--- src/rtl/mem_loader_pkg.sv ---
// Shared types and constants for the RAM stream loader.
package mem_loader_pkg;

  localparam int         BYTES_PER_WORD = 4;
  localparam logic [3:0] BE_ALL         = 4'hF;
  localparam int         DEPTH_DEFAULT  = 32;

  typedef enum logic [2:0] {
    IDLE,
    COLLECT,
    WRITE,
    RD_ADDR,
    RD_DATA,
    CHECK,
    DONE
  } state_e;

endpackage

--- src/rtl/mem_stream_loader_byte_packer.sv ---
// Packs accepted stream bytes into little-endian words; the first byte lands in bits [7:0].
module byte_packer
  import mem_loader_pkg::*;
(
  input  logic                        clk,
  input  logic                        reset_n,
  input  logic                        clear_i,
  input  logic [7:0]                  byte_i,
  input  logic                        valid_i,
  input  logic                        ready_i,
  output logic [BYTES_PER_WORD*8-1:0] word_o,
  output logic                        word_valid_o
);

  localparam logic [1:0] LAST_LANE = 2'(BYTES_PER_WORD - 1);

  logic [1:0]                  lane_q, lane_d;
  logic [BYTES_PER_WORD*8-1:0] word_q, word_d;
  logic                        accept;

  assign accept = valid_i & ready_i;

  always_comb begin
    // NOTE: defaults first, so every path assigns every next-state and no latch is inferred.
    lane_d = lane_q;
    word_d = word_q;
    if (clear_i) begin
      lane_d = '0;
    end else if (accept) begin
      word_d[{lane_q, 3'b000} +: 8] = byte_i;
      lane_d                        = lane_q + 2'd1;
    end
  end

  assign word_valid_o = accept & ~clear_i & (lane_q == LAST_LANE);
  assign word_o       = word_q;

  always_ff @(posedge clk or negedge reset_n) begin
    // NOTE: non-blocking assignments so every register samples pre-edge values.
    if (!reset_n) begin
      lane_q <= '0;
      word_q <= '0;
    end else begin
      lane_q <= lane_d;
      word_q <= word_d;
    end
  end

endmodule

--- src/rtl/mem_stream_loader.sv ---
// Loads a byte stream into the on-chip RAM word by word, then reads it back and verifies a checksum.
module mem_stream_loader
  import mem_loader_pkg::*;
#(
  parameter int DEPTH  = DEPTH_DEFAULT,
  parameter int ADDR_W = 5,
  parameter int DATA_W = 32
) (
  input  logic              clk,
  input  logic              reset_n,
  input  logic              start,
  input  logic              abort,
  input  logic [7:0]        in_data,
  input  logic              in_valid,
  output logic              in_ready,
  output logic [ADDR_W-1:0] mem_address,
  output logic [3:0]        mem_byteenable,
  output logic              mem_chipselect,
  output logic              mem_write,
  output logic              mem_debugaccess,
  output logic              mem_clken,
  output logic [DATA_W-1:0] mem_writedata,
  input  logic [DATA_W-1:0] mem_readdata,
  output logic              busy,
  output logic              done,
  output logic              error,
  output logic [DATA_W-1:0] checksum
);

  localparam logic [ADDR_W-1:0] LAST_ADDR = ADDR_W'(DEPTH - 1);

  state_e              state_q, state_d;
  logic [ADDR_W-1:0]   addr_q, addr_d;
  logic [DATA_W-1:0]   wsum_q, wsum_d;
  logic [DATA_W-1:0]   vsum_q, vsum_d;
  logic [DATA_W-1:0]   checksum_q, checksum_d;
  logic                error_q, error_d;
  logic [DATA_W-1:0]   word;
  logic                word_valid;
  logic                kill;

  assign kill = abort & (state_q != IDLE);

  // Lane counter is held clear outside a load so every load starts on byte lane 0.
  byte_packer u_packer (
    .clk          (clk),
    .reset_n      (reset_n),
    .clear_i      ((state_q == IDLE) | kill),
    .byte_i       (in_data),
    .valid_i      (in_valid),
    .ready_i      (in_ready),
    .word_o       (word),
    .word_valid_o (word_valid)
  );

  always_comb begin
    state_d         = state_q;
    addr_d          = addr_q;
    wsum_d          = wsum_q;
    vsum_d          = vsum_q;
    checksum_d      = checksum_q;
    error_d         = error_q;
    in_ready        = 1'b0;
    mem_chipselect  = 1'b0;
    mem_write       = 1'b0;
    mem_debugaccess = 1'b0;
    mem_writedata   = '0;
    done            = 1'b0;

    unique case (state_q)
      IDLE: begin
        if (start) begin
          state_d = COLLECT;
          addr_d  = '0;
          wsum_d  = '0;
          vsum_d  = '0;
          error_d = 1'b0;
        end
      end
      COLLECT: begin
        in_ready = 1'b1;
        if (word_valid) state_d = WRITE;
      end
      WRITE: begin
        // The RAM ignores writes unless debugaccess accompanies them.
        mem_chipselect  = 1'b1;
        mem_write       = ~kill;
        mem_debugaccess = 1'b1;
        mem_writedata   = word;
        wsum_d          = wsum_q + word;
        if (addr_q == LAST_ADDR) begin
          addr_d  = '0;
          state_d = RD_ADDR;
        end else begin
          addr_d  = addr_q + ADDR_W'(1);
          state_d = COLLECT;
        end
      end
      RD_ADDR: begin
        mem_chipselect = 1'b1;
        state_d        = RD_DATA;
      end
      RD_DATA: begin
        mem_chipselect = 1'b1;
        vsum_d         = vsum_q + mem_readdata;
        if (addr_q == LAST_ADDR) begin
          state_d = CHECK;
        end else begin
          addr_d  = addr_q + ADDR_W'(1);
          state_d = RD_ADDR;
        end
      end
      CHECK: begin
        error_d    = (vsum_q != wsum_q);
        checksum_d = wsum_q;
        state_d    = DONE;
      end
      DONE: begin
        done    = ~kill;
        state_d = IDLE;
      end
      default: state_d = IDLE;
    endcase

    // Abort wins over everything: leave all bookkeeping untouched and fall back to IDLE.
    if (kill) begin
      state_d    = IDLE;
      addr_d     = addr_q;
      wsum_d     = wsum_q;
      vsum_d     = vsum_q;
      checksum_d = checksum_q;
      error_d    = error_q;
    end
  end

  always_ff @(posedge clk or negedge reset_n) begin
    if (!reset_n) state_q <= IDLE;
    else          state_q <= state_d;
  end

  always_ff @(posedge clk or negedge reset_n) begin
    if (!reset_n) begin
      addr_q     <= '0;
      wsum_q     <= '0;
      vsum_q     <= '0;
      checksum_q <= '0;
      error_q    <= 1'b0;
    end else begin
      addr_q     <= addr_d;
      wsum_q     <= wsum_d;
      vsum_q     <= vsum_d;
      checksum_q <= checksum_d;
      error_q    <= error_d;
    end
  end

  assign mem_address    = addr_q;
  assign mem_byteenable = BE_ALL;
  assign mem_clken      = 1'b1;
  assign busy           = (state_q != IDLE);
  assign error          = error_q;
  assign checksum       = checksum_q;

endmodule

--- config.mk ---
export PLATFORM = sky130hd
export DESIGN_NAME = mem_stream_loader
export DESIGN_NICKNAME = d
export VERILOG_FILES = /design/src/rtl/mem_loader_pkg.sv /design/src/rtl/mem_stream_loader_byte_packer.sv /design/src/rtl/mem_stream_loader.sv
export SDC_FILE = /design/constraint.sdc
export NUM_CORES = 1
export LEC_CHECK = 0
export CAP_MARGIN = 20
export CELL_PAD_IN_SITES_DETAIL_PLACEMENT = 2
export CELL_PAD_IN_SITES_GLOBAL_PLACEMENT = 2
export CORE_MARGIN = 2
export CORE_UTILIZATION = 38
export DETAILED_ROUTE_END_ITERATION = 16
export PLACE_DENSITY_LB_ADDON = 0.08
export SLEW_MARGIN = 10
export SYNTH_ARGS = -nofsm -noshare
export SYNTH_HDL_FRONTEND = slang
export SYNTH_HIERARCHICAL = 1
export SYNTH_SLANG_ARGS = --single-unit
--- constraint.sdc ---
create_clock -name clk -period 7.76 [get_ports clk]
set_input_delay 1.552 -clock clk [delete_from_list [all_inputs] [get_ports clk]]
set_output_delay 1.552 -clock clk [all_outputs]
set_load 0.01 [all_outputs]
---- Word-level counts from Yosys, hierarchy flattened ----
Index checks and enable logic that the tools add are counted.
storage, ports and cells
  bits in registers ....................... 139
  input bits .............................. 45
  output and inout port bits .............. 81
  logic and storage cells ................. 74
operators by class
  $add $sub $neg .......................... 5
  equal/unequal tests ..................... 13
  shift-type cells ........................ 2
  muxes and demuxes ....................... 24
  bitwise logic cells ..................... 7
  reductions and logical operators ........ 15
operators by type and width
  kind                    count
  $pmux 32 s2             2
  $add 32x32->32          2
  $mux 32                 2
  $bwmux 32               1
  $ne 32x32->1            1
  $shift 8x7->32 const A  1
  $shiftx 8x7->32         1
  $pmux 3 s6              1
  $mux 5                  3
  $pmux 5 s3              1
  $mux 3                  4
  $eq 3x3->1 const B      3
  $reduce_and 3->1        3
  $reduce_bool 2->1       4
  $neg 5->7               1
  $eq 3x2->1 const B      2
  $mux 1                  6
  $mux 2                  3
  $reduce_and 2->1        3
  $reduce_bool 3->1       2
  $add 5x1->5 const B     1
  $eq 5x5->1 const B      1
  $and 1x1->1             4
  $ne 2x2->1 const B      2
  other kinds (11)        12

---- Depth between registers and ports, before layout ----
  depth after elaboration ................. 9
  gate-level depth with buffers ........... 12

---- Hierarchy ----
The synthesis kept the hierarchy.
modules (own cells, without submodules)
  module             instances  cells each  area each (sq um)  seq. area each (sq um)
  mem_stream_loader  1          881         7871.3             2627.5
  byte_packer        1          94          1441.4             850.8

---- Worst setup path before layout ----
OpenSTA, ideal clock, no wires.
  path type ............................... input -> output
  start ................................... input port abort
  end ..................................... output port mem_write
  arrival ................................. 2.189 ns
  data required time ...................... 6.208 ns
  slack ................................... 4.019 ns
  stages .................................. 4
  cell sequence ........................... nor2_1 nand2_1 inv_1 clkbuf_1
on the way
  longest elaborated chain between the ends .. 3
ends and longest elaborated chain
  item                        line                     source
  start, declared             mem_stream_loader.sv:12  input logic abort,
  $and 1x1->1                 mem_stream_loader.sv:42  assign kill = abort & (state_q != IDLE);
  $not 1->1 (no source line)  n/a
  $mux 1                      mem_stream_loader.sv:70  unique case (state_q)
  end, declared               mem_stream_loader.sv:19  output logic mem_write,
Every way passes these cells.

---- Worst setup path in the final report ----
Ends and elaborated chain as after synthesis.

==> metrics.yaml <==
status: "finished, final reports clean"
yosysWarnings: 6
ys_seq_area_frac: 0.374
clockRootBuffer: "clkbuf_16"
start_kind: "primary input"
antenna_left: 0
syn_avg_cell_area_um2: 9.55
vias: 8078
power_switching_mw: 0.846
ir_drop_uv: 138
drive_gt1_frac: 0.0852
dpl.hpwl_mm: 24.1
n_antenna_cell: 0
holdWs_ns: 0.509
switching_share: 0.342
fin_nets: 1208
skew_ns: 0.00951
final_cell_mix: "dfrtp_1, clkdlybuf4s50_1, nand2_1"
first_global_vias: 8941
post_cts_resize_count: 0
place_congestion: 0.828
cts_tree: "yes"
core_mm2: 0.0242
synth_edf_count: 0
power.leakage_nw: 5.46
multi_input_area_mm2: 0.00558
fp-row-count: 57
cts_buffers: 17
hold_viol: 0
antenna_found_initial: 0
register_area_mm2: 0.00348
cts.path.max_buffers: 2
cap_violations: 0
die_y_um: 161
drt-total-wl_mm: 32.3
cts_hold_buf: 0
post-route-period-util: 0.724
clock_latency_ns: 0.42
tns_ns: 0
fmax_ghz: 0.178
power.share.sequential: 0.360
post-cts-setup-buffers: 0
synth_flop_cell: "dfrtp_1"
grtUsageTotal: 0.257
ys_async_sr_fraction: 1.00
period_minus_slack_ns: 5.62
dr.pass1.iters: 6
required_ns: 6.21
cts-htree-levels: 4
drv_slew: 0
syn_to_final_growth_pct: 23.1
fill_cells: 2575
drc: 0
start_util: 0.385
drtIter0Drc: 314
ys_ff_latch: 139
grt_pass1_wl_mm: 51.5
rsz0062_at_grt: "no"
wl_per_cell_um: 22.6
p_int_mw: 1.63
ios: 126
routed_via_density: 5.66
worstPathArrival_ns: 4.06
path_clk_slew_ns: 0.06
gr-total-overflow: 0
maxSlewHeadroom: 0.393
p_comb_frac: 0.287
setup_viol_count_final: 0
layout_commonest_cell: "dfrtp_1"
netlist-cell-type-count: 72
die_area_mm2: 0.0258
synth_cells: 975
fp.dieW_um: 161
pwr-share-clk: 0.353
holdCritPathClass: "reg -> reg"
tightest_slew_ns: 0.906
cts_sinks: 139
critPathKind: "in -> out"
p_per_area_mw_per_mm2: 216
crit_path_max_fanout: 24
io_buffers: 120
syn_area_mm2: 0.00931
grt_max_degree: 87
worst_setup_path_end_kind: "output port"
synth_stat cells, types with 11 or more instances:
cell type | count | area (µm²)
dfrtp_1 | 139 | 3480
nand2_1 | 94 | 353
ha_1 | 69 | 863
o21ai_0 | 64 | 320
a21oi_1 | 56 | 280
xor2_1 | 55 | 482
nor2_1 | 45 | 169
a22o_1 | 42 | 368
and2_1 | 34 | 213
inv_1 | 33 | 124
mux2_2 | 32 | 360
o21ai_1 | 29 | 145
xnor2_1 | 29 | 254
clkbuf_1 | 26 | 97.6
a21o_1 | 25 | 188
nand3_1 | 14 | 70.1
nor2b_1 | 13 | 81.3
nor3_1 | 11 | 55.1
nor4_1 | 11 | 68.8
critical path, stage by stage:
cell and delay (ns):
clkdlybuf4s50_1 0.51, nor2_1 0.21, nand2_1 0.54, inv_1 0.61
clkdlybuf4s50_1 0.63
through the flow:
step / cell area, µm² / total power, mW / instances / util / worst slack [ns]
finish: 11500 / 2.47 / 1427 / 0.474 / 2.14
global route: 11500 / 2.60 / 1427 / 0.474 / 1.94
CTS: 11500 / 2.50 / 1427 / 0.474 / 2.07
detailed placement: 10800 / 1.60 / 1397 / 0.448 / 2.16
global placement: 10800 / 1.58 / 1397 / 0.448 / 2.24
floorplan: 9330 / 1.33 / 979 / - / 4.02
worst paths after layout:
path,startpoint,endpoint,slack [ns],depth (start not counted)
hold / removal,checksum[28]$_DFFE_PN0P_,checksum[28]$_DFFE_PN0P_,0.51,1
hold reg to reg,checksum[28]$_DFFE_PN0P_,checksum[28]$_DFFE_PN0P_,0.51,1
setup / recovery,abort,mem_write,2.14,5
max in group asynchronous,reset_n,checksum[10]$_DFFE_PN0P_,5.28,2
min in group asynchronous,reset_n,vsum_q[29]$_DFFE_PN0P_,1.20,1
setup reg to reg,wsum_q[6]$_DFFE_PN0P_,wsum_q[31]$_DFFE_PN0P_,4.34,10
metal layers:
layer / share of wire / routed length, µm / global-route usage
met1: 0.43 / 13900 / 0.328
met2: 0.51 / 16300 / 0.454
met5: 0 / 0 / 0
met3: 0.045 / 1440 / 0.0400
met4: 0.018 / 594 / 0.0667
power by group through the flow:
stage | sequential, mW | clock (mW) | combinational [mW]
6_report | 0.889 | 0.873 | 0.711
5_1_grt | 0.900 | 0.914 | 0.787
4_1_cts | 0.890 | 0.887 | 0.718
3_5_place_dp | 0.902 | 0 | 0.701
3_3_place_gp | 0.901 | 0 | 0.676
2_1_floorplan | 0.848 | 0 | 0.486
sequential cells by signal (all words and copies together) (netlist names):
signal           cells
checksum            32
error                1
mem_address          5
state_q              3
u_packer/lane_q      2
u_packer/word_o     32
vsum_q              32
wsum_q              32
cell type report:
type / count / share of cell area
multi-input combinational: 774 / 0.487
sequential: 139 / 0.303
timing repair buffer: 127 / 0.109
clock buffer: 19 / 0.0395
tap: 324 / 0.0354
clock inverter: 11 / 0.0148
inverter: 33 / 0.0108
cell families (layout without fill, tap and decap cells):
family / after synthesis / after routing / synth area share
adder cells (fa/ha/maj): 71 / 71 / 0.0970
buffers and inverters: 66 / 190 / 0.0302
multiplexers: 38 / 38 / 0.0451
other: 1 / 5 / 0.000403
AND/OR/NAND/NOR: 282 / 282 / 0.164
AO/OA/AOI/OAI: 294 / 294 / 0.211
flip-flops: 139 / 139 / 0.374
XOR/XNOR: 84 / 84 / 0.0790
Power figures use the tool's default switching activity.
==> patch (same flow settings) <==
The 7 states of `state_e` get a one-hot encoding in 7 bits.
--- a/src/rtl/mem_loader_pkg.sv
+++ b/src/rtl/mem_loader_pkg.sv
@@ -5,14 +5,14 @@
   localparam logic [3:0] BE_ALL         = 4'hF;
   localparam int         DEPTH_DEFAULT  = 32;
 
-  typedef enum logic [2:0] {
-    IDLE,
-    COLLECT,
-    WRITE,
-    RD_ADDR,
-    RD_DATA,
-    CHECK,
-    DONE
+  typedef enum logic [6:0] {
+    IDLE    = 7'b0000001,
+    COLLECT = 7'b0000010,
+    WRITE   = 7'b0000100,
+    RD_ADDR = 7'b0001000,
+    RD_DATA = 7'b0010000,
+    CHECK   = 7'b0100000,
+    DONE    = 7'b1000000
   } state_e;
 
 endpackage
Behaviour: same outputs for any inputs over 10 cycles, from zero or initial values and one cycle with reset_n low; not proved beyond that.
==> patch against the original RTL <==
- count of clock-buffer cells in the layout is 3 higher
- setup slack better by 0.23 ns
- sequential cell count is 4 higher
- design area is 0.67% higher
- synthesized area is 1.1% higher
- wire length is 0.58% lower
Power is not compared: it rests on default switching activity, and its combinational part moved more than twofold at a synthesized area within 25%.
==> patch: results (changes against the original RTL) <==
[status]
status = finished, final reports clean

[clock_network]
cts_max_path_buffers = 2  ; unchanged
htreeDepth = 4  ; unchanged
cts_repair_resize_count = 0  ; unchanged
clkLatencyLatePin_ns = 0.42  ; about the same

[sta]
clock_skews_ns = 0.00978  ; +0.000273 ns
worst-slew-pin-transition_ns = 0.926  ; +0.0196 ns

[detailed_routing]
number_of_vias_per_cell = 5.67  ; about the same
iter_0_drt_violations = 388  ; +24%
wl_met3_mm = 1.02  ; -30%
detail_route.wirelength.met1_mm = 14.8  ; +6.3%
route.met2.wl_mm = 15.9  ; -2.4%
dr_pass1_iterations = 4  ; -2
wl_mm = 32.1  ; -0.58%

[critical_path]
rr_endpoint = mem_address[3]
reg2reg_from = state_q[1]
timing.critical_path.from_type = flip-flop
path_max_fanout = 35  ; +46%
cpPeakStageDelay_ns = 0.57  ; -0.06 ns
setup.reg_to_reg.worst_slack_ns = 4.18  ; -0.16 ns
critPathArrivalTime_ns = 3.83  ; -0.23 ns

[global_routing]
grt_pass1_wl_mm = 51.1  ; -0.64%
grt_util_all_layers_pct = 25.3  ; -0.34 points
grt_util_met1_pct = 33.9  ; +1.1 points
grtUsageMet3_pct = 4.01  ; about the same
grt_util_met2_pct = 43.5  ; -1.9 points
pin_count_of_the_biggest_net_entering_global_routing = 78  ; -10%
first_global_vias = 8802  ; -1.6%
grt_overflow = 0  ; unchanged

[yosys]
synth_sequential_area_ratio_pct = 38.0  ; +0.67 points
warnings_synthesis = 6  ; unchanged
synth_area_leaders = sky130_fd_sc_hd__dfrtp_1 (38%), sky130_fd_sc_hd__ha_1 (9.2%), sky130_fd_sc_hd__xor2_1 (6.1%)
yosys.cell_types.count = 83  ; +15%
yosys-top-cells-count = sky130_fd_sc_hd__dfrtp_1 (142), sky130_fd_sc_hd__nand2_1 (102), sky130_fd_sc_hd__o21ai_0 (77)

[cells_and_area]
design.final.nets = 1199  ; -0.75%
drive_gt1_share_pct = 9.85  ; +1.3 points
fill_cells = 2604  ; +1.1%
antenna_cells = 0  ; unchanged

[power]
pg_seq_mw = 0.805
netSwitchingFraction_pct = 28.7

[placed_design]
place_hpwl_mm = 23.9  ; -1.0%
gpl.final_weighted_congestion = 0.799  ; -3.4%

[hold_path]
hold_path_class = flip-flop to flip-flop

==> patch: worst min path at each step <==
stage	cells after the start	slack [ns]	end	startpoint
2_1_floorplan	1	0.49	u_packer/word_o[10]	u_packer/word_o[10]
3_3_place_gp	1	0.49	checksum[16]	checksum[16]
3_5_place_dp	1	0.50	checksum[13]	checksum[13]
4_1_cts	1	0.51	checksum[13]	checksum[13]
5_1_grt	1	0.53	checksum[0]	checksum[0]
6_report	1	0.51	checksum[16]	checksum[16]
==> patch: cell families after synthesis <==
kind of cell | count (synthesis) | share of synthesized area [%]
flops | 143 | 38.0
fa+ha+maj | 71 | 9.60
xor+xnor | 89 | 8.28
other cells | 1 | 0.0398
buf+inv | 63 | 3.00
simple gates | 282 | 16.1
compound gates | 284 | 20.7
mux | 36 | 4.27
==> patch: final cells by class <==
type / instances / area [µm²] / share of cell area [%]
tap: 324 / 405 / 3.51
multi-input combinational: 767 / 5570 / 48.3
clock buffer: 22 / 484 / 4.20
inverter: 29 / 109 / 0.943
sequential: 143 / 3580 / 31.0
timing repair buffer: 125 / 1260 / 10.9
clock inverter: 10 / 134 / 1.16
==> patch: through the flow <==
step	utilization, %	worst slack [ns]	cell area [µm²]	cells	hold slack [ns]
6_report	47.5	2.37	11500	1420	0.509
5_1_grt	47.5	2.09	11500	1420	0.528
4_1_cts	47.3	2.33	11500	1419	0.512
3_5_place_dp	44.8	2.62	10900	1387	0.498
3_3_place_gp	44.8	2.66	10900	1387	0.490
2_1_floorplan	-	4.08	9430	973	0.491
==> patch: critical path: cells and delay by family, from the launching register on <==
family / cells / cell delay [ns]
AND/OR/NAND/NOR: 4 / 1.56
buffers and inverters: 3 / 1.37
flip-flops: 1 / 0.47
